File: src/rtl/dmem_pkg.sv
// Shared definitions for the data-memory arbiter: FSM encoding, memory
// command codes and the legal-address check.
package dmem_pkg;

  typedef logic [1:0] dmem_state_t;
  typedef logic [1:0] mem_op_t;

  localparam dmem_state_t ST_IDLE  = 2'd0;
  localparam dmem_state_t ST_ISSUE = 2'd1;
  localparam dmem_state_t ST_WAIT  = 2'd2;
  localparam dmem_state_t ST_RESP  = 2'd3;

  localparam mem_op_t MEM_OP_NONE = 2'd0;
  localparam mem_op_t MEM_OP_ACT  = 2'd1;

  localparam int          WORD_BYTES = 4;
  localparam logic [31:0] ALIGN_MASK = 32'(WORD_BYTES - 1);

  // A word access is legal when it is word aligned and lies inside the
  // implemented 2**abits byte window.
  function automatic logic addr_ok(input logic [31:0] a, input int unsigned abits);
    return ((a & ALIGN_MASK) == 32'd0) && ((a >> abits) == 32'd0);
  endfunction

endpackage

File: src/rtl/dmem_arbiter_rr_arb2.sv
// Two-way round-robin pick. The port that did not win last time has
// priority when both request; rr_last starts at 1 so port 0 wins first.
module rr_arb2 (
  input  logic       clk,
  input  logic       rst,
  input  logic [1:0] i_req,
  input  logic       i_take,
  output logic       o_gnt,
  output logic       o_any
);

  logic r_last;

  // Combinational winner selection from the request pair and last winner.
  always_comb begin
    o_any = |i_req;
    case (i_req)
      2'b01:   o_gnt = 1'b0;
      2'b10:   o_gnt = 1'b1;
      2'b11:   o_gnt = ~r_last;
      default: o_gnt = 1'b0;
    endcase
  end

  // Remember the winner whenever the arbiter actually accepts a request.
  always_ff @(posedge clk or posedge rst) begin
    if (rst) begin
      r_last <= 1'b1;
    end else if (i_take) begin
      r_last <= o_gnt;
    end
  end

endmodule

File: src/rtl/dmem_arbiter.sv
// Shares the single-ported data memory between the CPU MEM stage (port 0)
// and the debug/DMA loader (port 1). One access at a time; legal accesses
// take ISSUE -> WAIT -> RESP, illegal addresses skip straight to RESP.
//
// state | meaning
// IDLE  | no transaction; arbitrate on any request
// ISSUE | memory command on the bus; memory acts at the closing edge
// WAIT  | read data returning from memory; captured at the closing edge
// RESP  | done (and err) pulse to the winning port
module dmem_arbiter
  import dmem_pkg::*;
#(
  parameter int ADDR_BITS = 8,
  parameter int DATA_W    = 32
) (
  input  logic              clk,
  input  logic              rst,
  input  logic              p0_req,
  input  logic              p0_we,
  input  logic [31:0]       p0_addr,
  input  logic [DATA_W-1:0] p0_wdata,
  output logic [DATA_W-1:0] p0_rdata,
  output logic              p0_done,
  output logic              p0_err,
  input  logic              p1_req,
  input  logic              p1_we,
  input  logic [31:0]       p1_addr,
  input  logic [DATA_W-1:0] p1_wdata,
  output logic [DATA_W-1:0] p1_rdata,
  output logic              p1_done,
  output logic              p1_err,
  output logic [31:0]       mem_addr,
  output logic [DATA_W-1:0] mem_wdata,
  output logic [1:0]        mem_write,
  output logic [1:0]        mem_read,
  input  logic [DATA_W-1:0] mem_rdata,
  output logic              busy
);

  dmem_state_t       r_state;
  logic              r_id;
  logic              r_we;
  logic              r_err;

  logic              w_gnt;
  logic              w_any;
  logic              w_take;
  logic              w_sel_we;
  logic [31:0]       w_sel_addr;
  logic [DATA_W-1:0] w_sel_wdata;
  logic              w_ok;
  logic              w_resp;

  assign w_take = (r_state == ST_IDLE) && w_any;

  rr_arb2 u_rr (
    .clk    (clk),
    .rst    (rst),
    .i_req  ({p1_req, p0_req}),
    .i_take (w_take),
    .o_gnt  (w_gnt),
    .o_any  (w_any)
  );

  // Mux the winning port's request fields and check its address.
  always_comb begin
    w_sel_we    = w_gnt ? p1_we    : p0_we;
    w_sel_addr  = w_gnt ? p1_addr  : p0_addr;
    w_sel_wdata = w_gnt ? p1_wdata : p0_wdata;
    w_ok        = addr_ok(w_sel_addr, ADDR_BITS);
  end

  // Transaction FSM plus the registered memory command and read-data ports.
  always_ff @(posedge clk or posedge rst) begin
    if (rst) begin
      r_state   <= ST_IDLE;
      r_id      <= 1'b0;
      r_we      <= 1'b0;
      r_err     <= 1'b0;
      mem_addr  <= '0;
      mem_wdata <= '0;
      mem_write <= MEM_OP_NONE;
      mem_read  <= MEM_OP_NONE;
      p0_rdata  <= '0;
      p1_rdata  <= '0;
    end else begin
      case (r_state)
        ST_IDLE: begin
          if (w_any) begin
            r_id <= w_gnt;
            r_we <= w_sel_we;
            if (w_ok) begin
              r_err     <= 1'b0;
              mem_addr  <= w_sel_addr;
              mem_wdata <= w_sel_wdata;
              mem_write <= w_sel_we ? MEM_OP_ACT  : MEM_OP_NONE;
              mem_read  <= w_sel_we ? MEM_OP_NONE : MEM_OP_ACT;
              r_state   <= ST_ISSUE;
            end else begin
              // Illegal address: no memory cycle, report straight away.
              r_err   <= 1'b1;
              r_state <= ST_RESP;
            end
          end
        end
        ST_ISSUE: begin
          mem_write <= MEM_OP_NONE;
          mem_read  <= MEM_OP_NONE;
          r_state   <= ST_WAIT;
        end
        ST_WAIT: begin
          if (!r_we) begin
            if (r_id) p1_rdata <= mem_rdata;
            else      p0_rdata <= mem_rdata;
          end
          r_state <= ST_RESP;
        end
        ST_RESP: begin
          r_state <= ST_IDLE;
        end
        default: begin
          r_state <= ST_IDLE;
        end
      endcase
    end
  end

  assign w_resp  = (r_state == ST_RESP);
  assign p0_done = w_resp & ~r_id;
  assign p1_done = w_resp &  r_id;
  assign p0_err  = p0_done & r_err;
  assign p1_err  = p1_done & r_err;
  assign busy    = (r_state != ST_IDLE);

endmodule
File: config.mk
export PLATFORM = sky130hd
export DESIGN_NAME = dmem_arbiter
export DESIGN_NICKNAME = d
export VERILOG_FILES = /design/src/rtl/dmem_pkg.sv /design/src/rtl/dmem_arbiter_rr_arb2.sv /design/src/rtl/dmem_arbiter.sv
export SDC_FILE = /design/constraint.sdc
export NUM_CORES = 1
export LEC_CHECK = 0
export BUFFER_PORTS_ARGS = -buffer_cell sky130_fd_sc_hd__buf_4
export CORE_MARGIN = 4
export CORE_UTILIZATION = 41
export DETAILED_ROUTE_END_ITERATION = 12
export PLACE_DENSITY = 0.77
export SYNTH_ARGS = -nofsm -noshare
export SYNTH_HDL_FRONTEND = slang
export SYNTH_SLANG_ARGS = --single-unit
File: constraint.sdc
create_clock -name clk -period 3.7 [get_ports clk]
set_input_delay 0.185 -clock clk [delete_from_list [all_inputs] [get_ports clk]]
set_output_delay 0.185 -clock clk [all_outputs]
set_load 0.01 [all_outputs]
After elaboration in Yosys (flattened, before gate mapping) --
Index checks and enable logic that the tools add are counted.
Word-level totals: logic and storage cells 54, input port bits 166, register bits after elaboration 138
Operators by class: bitwise gates (word level) 7, mux-type cells 16, reductions and logical operators 13, equality and inequality tests 7
Operators with widths (number):
- logical NOT 32 bit | 2
- two-way mux 32 bit | 2
- two-way mux 2 bit | 6
- AND reduction 3 bit | 4
- == test 2 bit (second input constant) | 4
- one-hot mux 2 bit (2 select lines) | 2
- one-hot mux 2 bit (4 select lines) | 1
- bitwise AND 1 bit | 4
- two-way mux 1 bit | 4
- != test 2 bit (second input constant) | 2
- nonzero test 2 bit | 2
- NOT 1 bit | 3
- == test 2 x 1 -> 1 bit (second input constant) | 1
- logical AND 1 bit | 2
- logical NOT 2 bit | 1
- one-hot mux 1 bit (2 select lines) | 1
- AND reduction 2 bit | 1
- OR reduction 2 bit | 1

Logic depth before layout (Yosys ltp) --
Gate-level depths: netlist (run 1).
depth after elaboration 8, gate-level depth with buffers 9, mapped depth without buffers 5

Cells and area by module --
A second synthesis (run 1) with hierarchy kept.
Unflattened totals: cells, all modules 441, area, all modules 5715.5 µm²
By module, submodules not included:
- dmem_arbiter | instances 1, cells each 436, area each 5652.9 µm²
- rr_arb2 | instances 1, cells each 5, area each 62.6 µm²

Worst setup path after synthesis (run 1) --
Ideal clock, no wire load.
kind register to register, from register r_state[0], to register mem_addr[2], library setup time 0.125 ns, data arrival time 1.840 ns, data required time 3.575 ns, stages on the path, launching flop included 10, buffers on the path 4, slack 1.735 ns, cell sequence dfrtp_1 -> inv_1 -> ha_1 -> clkbuf_1 -> and2_1 -> buf_2 -> nand3_2 -> buf_6 -> buf_6 -> mux2_4
On the way: word-level cells in the longest chain between the ends 2
Ends and longest elaborated chain:
- from (decl) | RTL line dmem_arbiter.sv:40 | dmem_state_t r_state;
- from (signal assigned) | RTL line dmem_arbiter.sv:76 | r_state <= ST_IDLE;
- from (signal assigned) | RTL line dmem_arbiter.sv:98 | r_state <= ST_ISSUE;
- from (signal assigned) | RTL line dmem_arbiter.sv:102 | r_state <= ST_RESP;
- logical NOT 2 bit | RTL line dmem_arbiter.sv:87 | case (r_state)
- AND reduction 3 bit (no line)
- to (signal assigned) | RTL line dmem_arbiter.sv:94 | mem_addr <= w_sel_addr;
- to (decl) | RTL line dmem_arbiter.sv:32 | output logic [31:0] mem_addr,
No other way between the ends. A chain may end at the register's enable or synchronous reset.

Final worst setup path (run 1) --
from input port p0_req, to register mem_wdata[6]
On the way: word-level cells in the longest chain between the ends 6, elaborated cells on any way between the ends 10
Ends and longest elaborated chain:
- from (decl) | RTL line dmem_arbiter.sv:18 | input logic p0_req,
- == test 2 bit | RTL line dmem_arbiter_rr_arb2.sv:17 | case (i_req)
- one-hot mux 1 bit (2 select lines) | RTL line dmem_arbiter_rr_arb2.sv:17
- two-way mux 32 bit | RTL line dmem_arbiter.sv:68 | w_sel_addr = w_gnt ? p1_addr : p0_addr;
- logical NOT 32 bit | RTL line dmem_pkg.sv:22 | return ((a & ALIGN_MASK) == 32'd0) && ((a >> abits) == 32'd0);
- logical AND 1 bit | RTL line dmem_pkg.sv:22
- AND reduction 3 bit (no line)
- to (signal assigned) | RTL line dmem_arbiter.sv:95 | mem_wdata <= w_sel_wdata;
- to (decl) | RTL line dmem_arbiter.sv:33 | output logic [DATA_W-1:0] mem_wdata,
Parallel ways exist; a longest one is shown, timed or not.

==> results of run 1 <==
-- path summary, 6_finish.rpt --
check	to	cells past startpoint
worst max-delay path	mem_wdata[6]$_DFFE_PP0P_	6
worst min-delay path	p0_rdata[16]$_DFFE_PP0P_	2
min in group asynchronous	p0_rdata[11]$_DFFE_PP0P_	3
worst min register to register	mem_addr[10]$_DFFE_PP0P_	1
worst max register to register	mem_wdata[6]$_DFFE_PP0P_	5
max in group asynchronous	u_rr.r_last$_DFFE_PP1P_	4
-- layout make-up --
class / count / area [um^2]
timing repair buffer: 321 / 2462
clock buffer: 20 / 456.7
multi-input combinational: 227 / 2246
clock inverter: 12 / 140.1
fill: 1055 / 4870
tap: 180 / 225.2
sequential: 136 / 3405
inverter: 5 / 22.52
-- layer usage --
layer	track usage, %	share of wire (%)
met5	0	0
met4	7.823	2.6
met3	5.642	6.4
met2	34.53	53
met1	23.11	38
-- layout by cell type (no fill, tap or decap), drive strengths merged, types with 4 or more instances in the layout --
master | Yosys | layout
buf | 13 | 305
ha | 4 | 4
and2 | 28 | 28
inv | 5 | 9
clkbuf | 8 | 20
nand2 | 4 | 4
mux2 | 141 | 141
nor4 | 12 | 12
dlygate4sd3 | 0 | 16
nor2 | 8 | 8
dfrtp | 135 | 135
-- metrics by stage --
| step | setup WS (ns) | util [%] |
|---|---|---|
| after detailed placement | 0.9768 | 59.31 |
| after floorplan | 1.735 | - |
| after global routing | 0.7347 | 64.78 |
| after CTS | 0.9569 | 64.78 |
| after global placement | 1.097 | 59.31 |
| final | 0.9884 | 64.78 |
-- critical path, cell delays in order --
cell           delay, ns
dlygate4sd3_1       0.56
buf_4               0.16
a21boi_4            0.33
mux2i_4             0.42
nand3_4             0.71
mux2_1              0.60
-- where the power goes --
part	internal [W]	total [W]	switching (W)
Combinational	0.00106	0.00182	0.000760
Sequential	0.00188	0.00212	0.000231
Clock	0.00104	0.00168	0.000644
-- flip-flops by register name (all words and copies together) (netlist names) --
signal,cells
u_rr.r_last,1
p0_rdata,32
mem_addr,32
r_err,1
r_we,1
mem_write,1
r_state,2
r_id,1
mem_wdata,32
p1_rdata,32
mem_read,1
-- logic make-up after synthesis --
family / Yosys count
flops: 136
fa+ha+maj: 4
compound gates: 13
buf+inv: 26
simple gates: 65
other cells: 1
mux: 143
==> summary.md, run 1 <==
| Metric | Value |
|---|---|
| Status | `finished clean` |
| Critical path data required time | `3.99 ns` |
| Site Rows | `43` |
| Synth Area in Adders | `0.8664%` |
| R2R Setup Slk | `1.01 ns` |
| Nets | `878` |
| Design Area, Final | `8957 um^2` |
| GP Congestion | `0.9277` |
| Final setup fails | `0` |
| Placed cell count | `853` |
| Critical Path Start Type | `input pin` |
| Hold Startpoint | `mem_rdata[16]` |
| Clock-pin slew on the worst setup and hold paths | `0.06 ns` |
| Number of global-route vias before repair | `4827` |
| Critical path type | `input pin to register` |
| Worst-margin pin slew | `0.8845 ns` |
| Number of synthesized register bits | `136` |
| Post-Syn Area per Cell | `14.89 um^2` |
| Largest net degree at the start of global routing | `68` |
| Leakage | `4.566 nW` |
| Area leader, netlist | `dfrtp_1` |
| CTS Root Cell | `clkbuf_16` |
| Cells after Synth | `388` |
| Slew HR | `41.04%` |
| Initial Utilization | `41.78%` |
| Top cell type's share of synthesized area | `58.48%` |
| Drt wl/cell | `17.67 um` |
| Total global-route track usage | `19.83%` |
| Max IR drop VDD | `0.4664 mV` |
| Worst Setup End Kind | `register` |
| Final Hold Fails | `0` |
| Fin cells | `901` |
| Post-CTS Setup Bufs | `0` |
| Clock sinks | `136` |
| Post-DP Area | `8200 um^2` |
| Post-synthesis compound-gate area fraction | `1.733%` |
| Synth cell types | `35` |
| Total power draw | `0.005621 W` |
| DR iter-0 viols | `162` |
| Setup TNS | `0 ns` |
| Initial antenna violation count | `0` |
| Total CTS buffers | `17` |
| # port buffers | `300` |
| Cell Pwr Density | `627.5 nW/um^2` |
| Syn-to-layout area delta | `55.06%` |
| CTS max path bufs | `2` |
| Layout cells sized above 1 | `64.63%` |
| Fin crit share | `73.29%` |
| Post-Synth Simple-Gate Area | `6.584%` |
| Total number of vias | `4381` |
| HP Class | `input pin to register` |
| Max cap viols | `0` |
| Top_reg_cell synth | `dfrtp_1` |
| Top cells by count, synth | `135 x dfrtp_1, 103 x mux2_2, 28 x and2_1` |
| Clk_lat worst skew | `0.41 ns` |
| Slew Limit Fails | `0` |
| Vias/cell | `4.862` |
| Max FO, Critical Path | `65` |
| Die Span X | `126.7 um` |
| Clk_skew | `0.005866 ns` |
| XOR/XNOR Fraction of Synth Area | `0%` |
| H-Tree Depth | `4` |
| Asr flop ratio synth | `100.0%` |
| FMAX | `368.8 MHz` |
| Mux cell area share after synthesis | `29.35%` |
| Ant diodes | `0` |
| Post-Syn Area | `5777 um^2` |
| CTS resizes | `0` |
| RSZ-0062 raised after global routing | `no` |
| Ports | `303` |
| Die area | `16050 um^2` |
| Die outline height | `126.7 um` |
| Grt total ovfl | `0` |
| YS warnings | `0` |
| Largest family of logic cells by synthesized area | `multiplexers` |
| R2r startpoint | `r_state[0]$_DFFE_PP0P_` |
| 1st-pass router iterations | `4` |
| DP HPWL | `11960 um` |
| Post-synth EDFFs | `0` |
| Residual DRC | `0` |
| Post-cts hold buffer count | `16` |
| First-pass GRT wire length | `25150 um` |
| Critical Path AT | `3.00 ns` |
| Final ANT Viol Nets | `0` |
| Area contributors post-synth | `dfrtp_1 58%, mux2_2 20%, mux2_4 5.2%` |
| Clock tree from TritonCTS | `yes` |
| Worst hold slack | `0.02004 ns` |
| Detailed Route WL | `15920 um` |
| Core area | `13830 um^2` |
| Seq/Total Area, Yosys | `58.93%` |
| Most common cell in the synthesized netlist | `dfrtp_1` |
| Setup crit start | `p0_req` |
| Final critical-path required period | `2.712 ns` |
No activity file was read; power rests on OpenSTA's default activity.
==> run 2, diff against run 1 <==
--- a/config.mk
+++ b/config.mk
@@ -5,11 +5,12 @@
 export SDC_FILE = /design/constraint.sdc
 export NUM_CORES = 1
 export LEC_CHECK = 0
+export ABC_AREA = 1
 export BUFFER_PORTS_ARGS = -buffer_cell sky130_fd_sc_hd__buf_4
 export CORE_MARGIN = 4
 export CORE_UTILIZATION = 41
 export DETAILED_ROUTE_END_ITERATION = 12
-export PLACE_DENSITY = 0.77
+export PLACE_DENSITY = 0.76
 export SYNTH_ARGS = -nofsm -noshare
 export SYNTH_HDL_FRONTEND = slang
 export SYNTH_SLANG_ARGS = --single-unit
==> constraint.sdc (replaced) <==
create_clock -name clk -period 2.43 [get_ports clk]
set_input_delay 0.1215 -clock clk [delete_from_list [all_inputs] [get_ports clk]]
set_output_delay 0.1215 -clock clk [all_outputs]
set_load 0.01 [all_outputs]
==> summary.md, run 2 <==
| Metric | Value |
|---|---|
| Status | `finished clean` |
| RSZ-0062 raised after global routing | `no` |
| Worst hold endpoint | `p1_rdata[3]$_DFFE_PP0P_` |
| Clk_skew | `0.009247 ns` |
| Final setup fails | `0` |
| R2R Setup Slk | `0.11 ns` |
| Final ANT Viol Nets | `0` |
| 1st-pass router iterations | `4` |
| Layout cells sized above 1 | `36.87%` |
| CTS Root Cell | `clkbuf_16` |
| Max cap viols | `0` |
| Worst r2r path cells | `7` |
| CTS max path bufs | `2` |
| Number of global-route vias before repair | `6157` |
| R2r startpoint | `u_rr.r_last$_DFFE_PP1P_` |
| Post-DP Area | `8404 um^2` |
| Total global-route track usage | `24.02%` |
| Clock tree from TritonCTS | `yes` |
| Residual DRC | `0` |
| Worst Setup End Kind | `register` |
| FMAX | `431.4 MHz` |
| Post-synth EDFFs | `0` |
| YS warnings | `0` |
| HP Class | `input pin to register` |
| Die Span X | `128.9 um` |
| Die area | `16620 um^2` |
| Fill cells | `1039` |
| Most common cell in the synthesized netlist | `nand2_1` |
| Area leader, netlist | `dfrtp_1` |
| Ant diodes | `0` |
| Clock sinks | `136` |
| Place WS | `0.1725 ns` |
| Total CTS buffers | `17` |
| Design Area, Final | `9791 um^2` |
| Vias/cell | `4.746` |
| First-pass GRT wire length | `31020 um` |
| Setup TNS | `0 ns` |
| Most common cell after layout, fill and taps aside | `buf_4` |
| Fin crit share | `95.38%` |
| Fin worst setup slack | `0.1122 ns` |
| Detailed Route WL | `20020 um` |
| Initial Utilization | `42.53%` |
| GP Congestion | `0.8104` |
| Grt total ovfl | `0` |
| Most frequent cells in the layout | `310 x buf_4, 206 x nand2_1, 135 x dfrtp_1, 82 x dlygate4sd3_1, 68 x o21ai_0` |
| Worst-margin pin slew | `0.7028 ns` |
| Top_reg_cell synth | `dfrtp_1` |
| Critical Path Start Type | `register` |
| Slew Limit Fails | `0` |
| Post-Syn Area per Cell | `9.055 um^2` |
| DR iter-0 viols | `312` |
| Critical path type | `register to register` |
| Post-Syn Area | `5994 um^2` |
| RR Endpoint | `mem_wdata[7]$_DFFE_PP0P_` |
| Initial antenna violation count | `0` |
| Die outline height | `128.9 um` |
| Final Hold Fails | `0` |
| Top cells by count, synth | `207 x nand2_1, 135 x dfrtp_1, 68 x o21ai_0` |
| Max FO, Critical Path | `24` |
| Number of synthesized register bits | `136` |
| Clock-pin slew on the worst setup and hold paths | `0.06 ns` |
| Critical path data required time | `2.72 ns` |
| Hold Startpoint | `mem_rdata[3]` |
| Top cell type's share of synthesized area | `56.36%` |
| # port buffers | `300` |
| Total number of vias | `5861` |
| Largest net degree at the start of global routing | `137` |
| Core area | `14100 um^2` |
| Hold depth | `3` |
| DP HPWL | `13120 um` |
| Ports | `303` |
| Clk_lat worst skew | `0.42 ns` |
| Slew HR | `53.15%` |
| Leakage | `5.448 nW` |
| Sequential cell area | `3405 um^2` |
| Nets | `1212` |
| Seq/Total Area, Yosys | `56.79%` |
| H-Tree Depth | `4` |
| Max IR drop VDD | `0.8855 mV` |
| Area of the multi-input gates | `2076 um^2` |
| Area contributors post-synth | `dfrtp_1 56%, nand2_1 13%, mux2i_1 6.3%` |
| Final critical-path required period | `2.318 ns` |
| Cell Pwr Density | `879.5 nW/um^2` |
| Asr flop ratio synth | `100.0%` |
| Critical Path AT | `2.61 ns` |
| Synth cell types | `25` |
| Drt wl/cell | `16.21 um` |
| Site Rows | `43` |
| Cells after Synth | `662` |
| Syn-to-layout area delta | `63.33%` |
## run 2: cell types whose count changed in the layout (fill, tap and decap cells not counted), moves of 18 or more
cell	delta
mux2i_1	+37
mux2_2	-103
mux2_4	-20
dlygate4sd3_1	+66
mux2_1	-18
inv_1	+50
o21ai_1	+31
inv_2	+27
nand2_1	+202
and2_1	-28
o21ai_0	+66
## run 2: worst max-delay path, stage by stage (launching register included)
cell	delay (ns)
dfstp_2	0.52
nand2_1	0.09
nand2_2	0.09
buf_4	0.21
buf_6	0.31
mux2i_1	0.28
dlygate4sd3_1	0.59
o21ai_1	0.09
## run 2: repair_timing
action | 4_1_cts | 5_1_grt
endpoints found under the hold margin | 219 | 0
buffers inserted | 0 | 1
gates resized for setup | 0 | 1
hold buffers | 82 | 0
setup endpoints to repair | 0 | 13
## run 2: where the power goes
group          total, W  switching (W)  internal, W  leakage (nW)
clock           0.00237       0.000958      0.00141         0.261
sequential      0.00322       0.000353      0.00287          1.77
combinational   0.00302        0.00156      0.00147          3.41
## run 2: worst max path at each step
stage | from | endpoint | slack, ns
2_1_floorplan | u_rr.r_last$_DFFE_PP1P_ | mem_wdata[14]$_DFFE_PP0P_ | 0.49
3_3_place_gp | u_rr.r_last$_DFFE_PP1P_ | mem_wdata[11]$_DFFE_PP0P_ | 0.24
3_5_place_dp | u_rr.r_last$_DFFE_PP1P_ | mem_wdata[14]$_DFFE_PP0P_ | 0.17
4_1_cts | u_rr.r_last$_DFFE_PP1P_ | mem_wdata[10]$_DFFE_PP0P_ | 0.11
5_1_grt | u_rr.r_last$_DFFE_PP1P_ | mem_wdata[8]$_DFFE_PP0P_ | 0.03
6_report | u_rr.r_last$_DFFE_PP1P_ | mem_wdata[7]$_DFFE_PP0P_ | 0.11
## run 2: area by class of cell
type,instances,area share (%)
repair buffers,396,32.88
well taps,180,2.300
inverters,82,3.182
clock inverters,10,0.7157
multi-input cells,409,21.20
clock buffers,22,4.946
flip-flops and latches,136,34.77
## run 2: logic make-up after synthesis
logic type      Yosys count  share of synthesized area (%)
simple gates            257                          17.47
flops                   136                          56.79
mux                      38                          6.345
compound gates          108                          9.518
other cells               1                        0.06256
fa+ha+maj                 4                         0.8349
buf+inv                 118                          8.975
## run 2: through the flow
stage | hold slack (ns) | utilization (%) | cells | power [W]
6_report | 0.01671 | 69.46 | 1235 | 0.008611
3_3_place_gp | 0.3998 | 59.62 | 1120 | 0.006006
5_1_grt | 0.006896 | 69.46 | 1235 | 0.009182
3_5_place_dp | 0.4079 | 59.62 | 1120 | 0.006084
4_1_cts | 0.0007908 | 69.38 | 1234 | 0.008642
2_1_floorplan | 0.2824 | - | 663 | 0.004581
## run 2: per-layer routing
layer	routed length, um	track usage, %
met1	7565	27.12
met5	0	0
met4	708	11.18
met3	1820	7.929
met2	9921	41.16
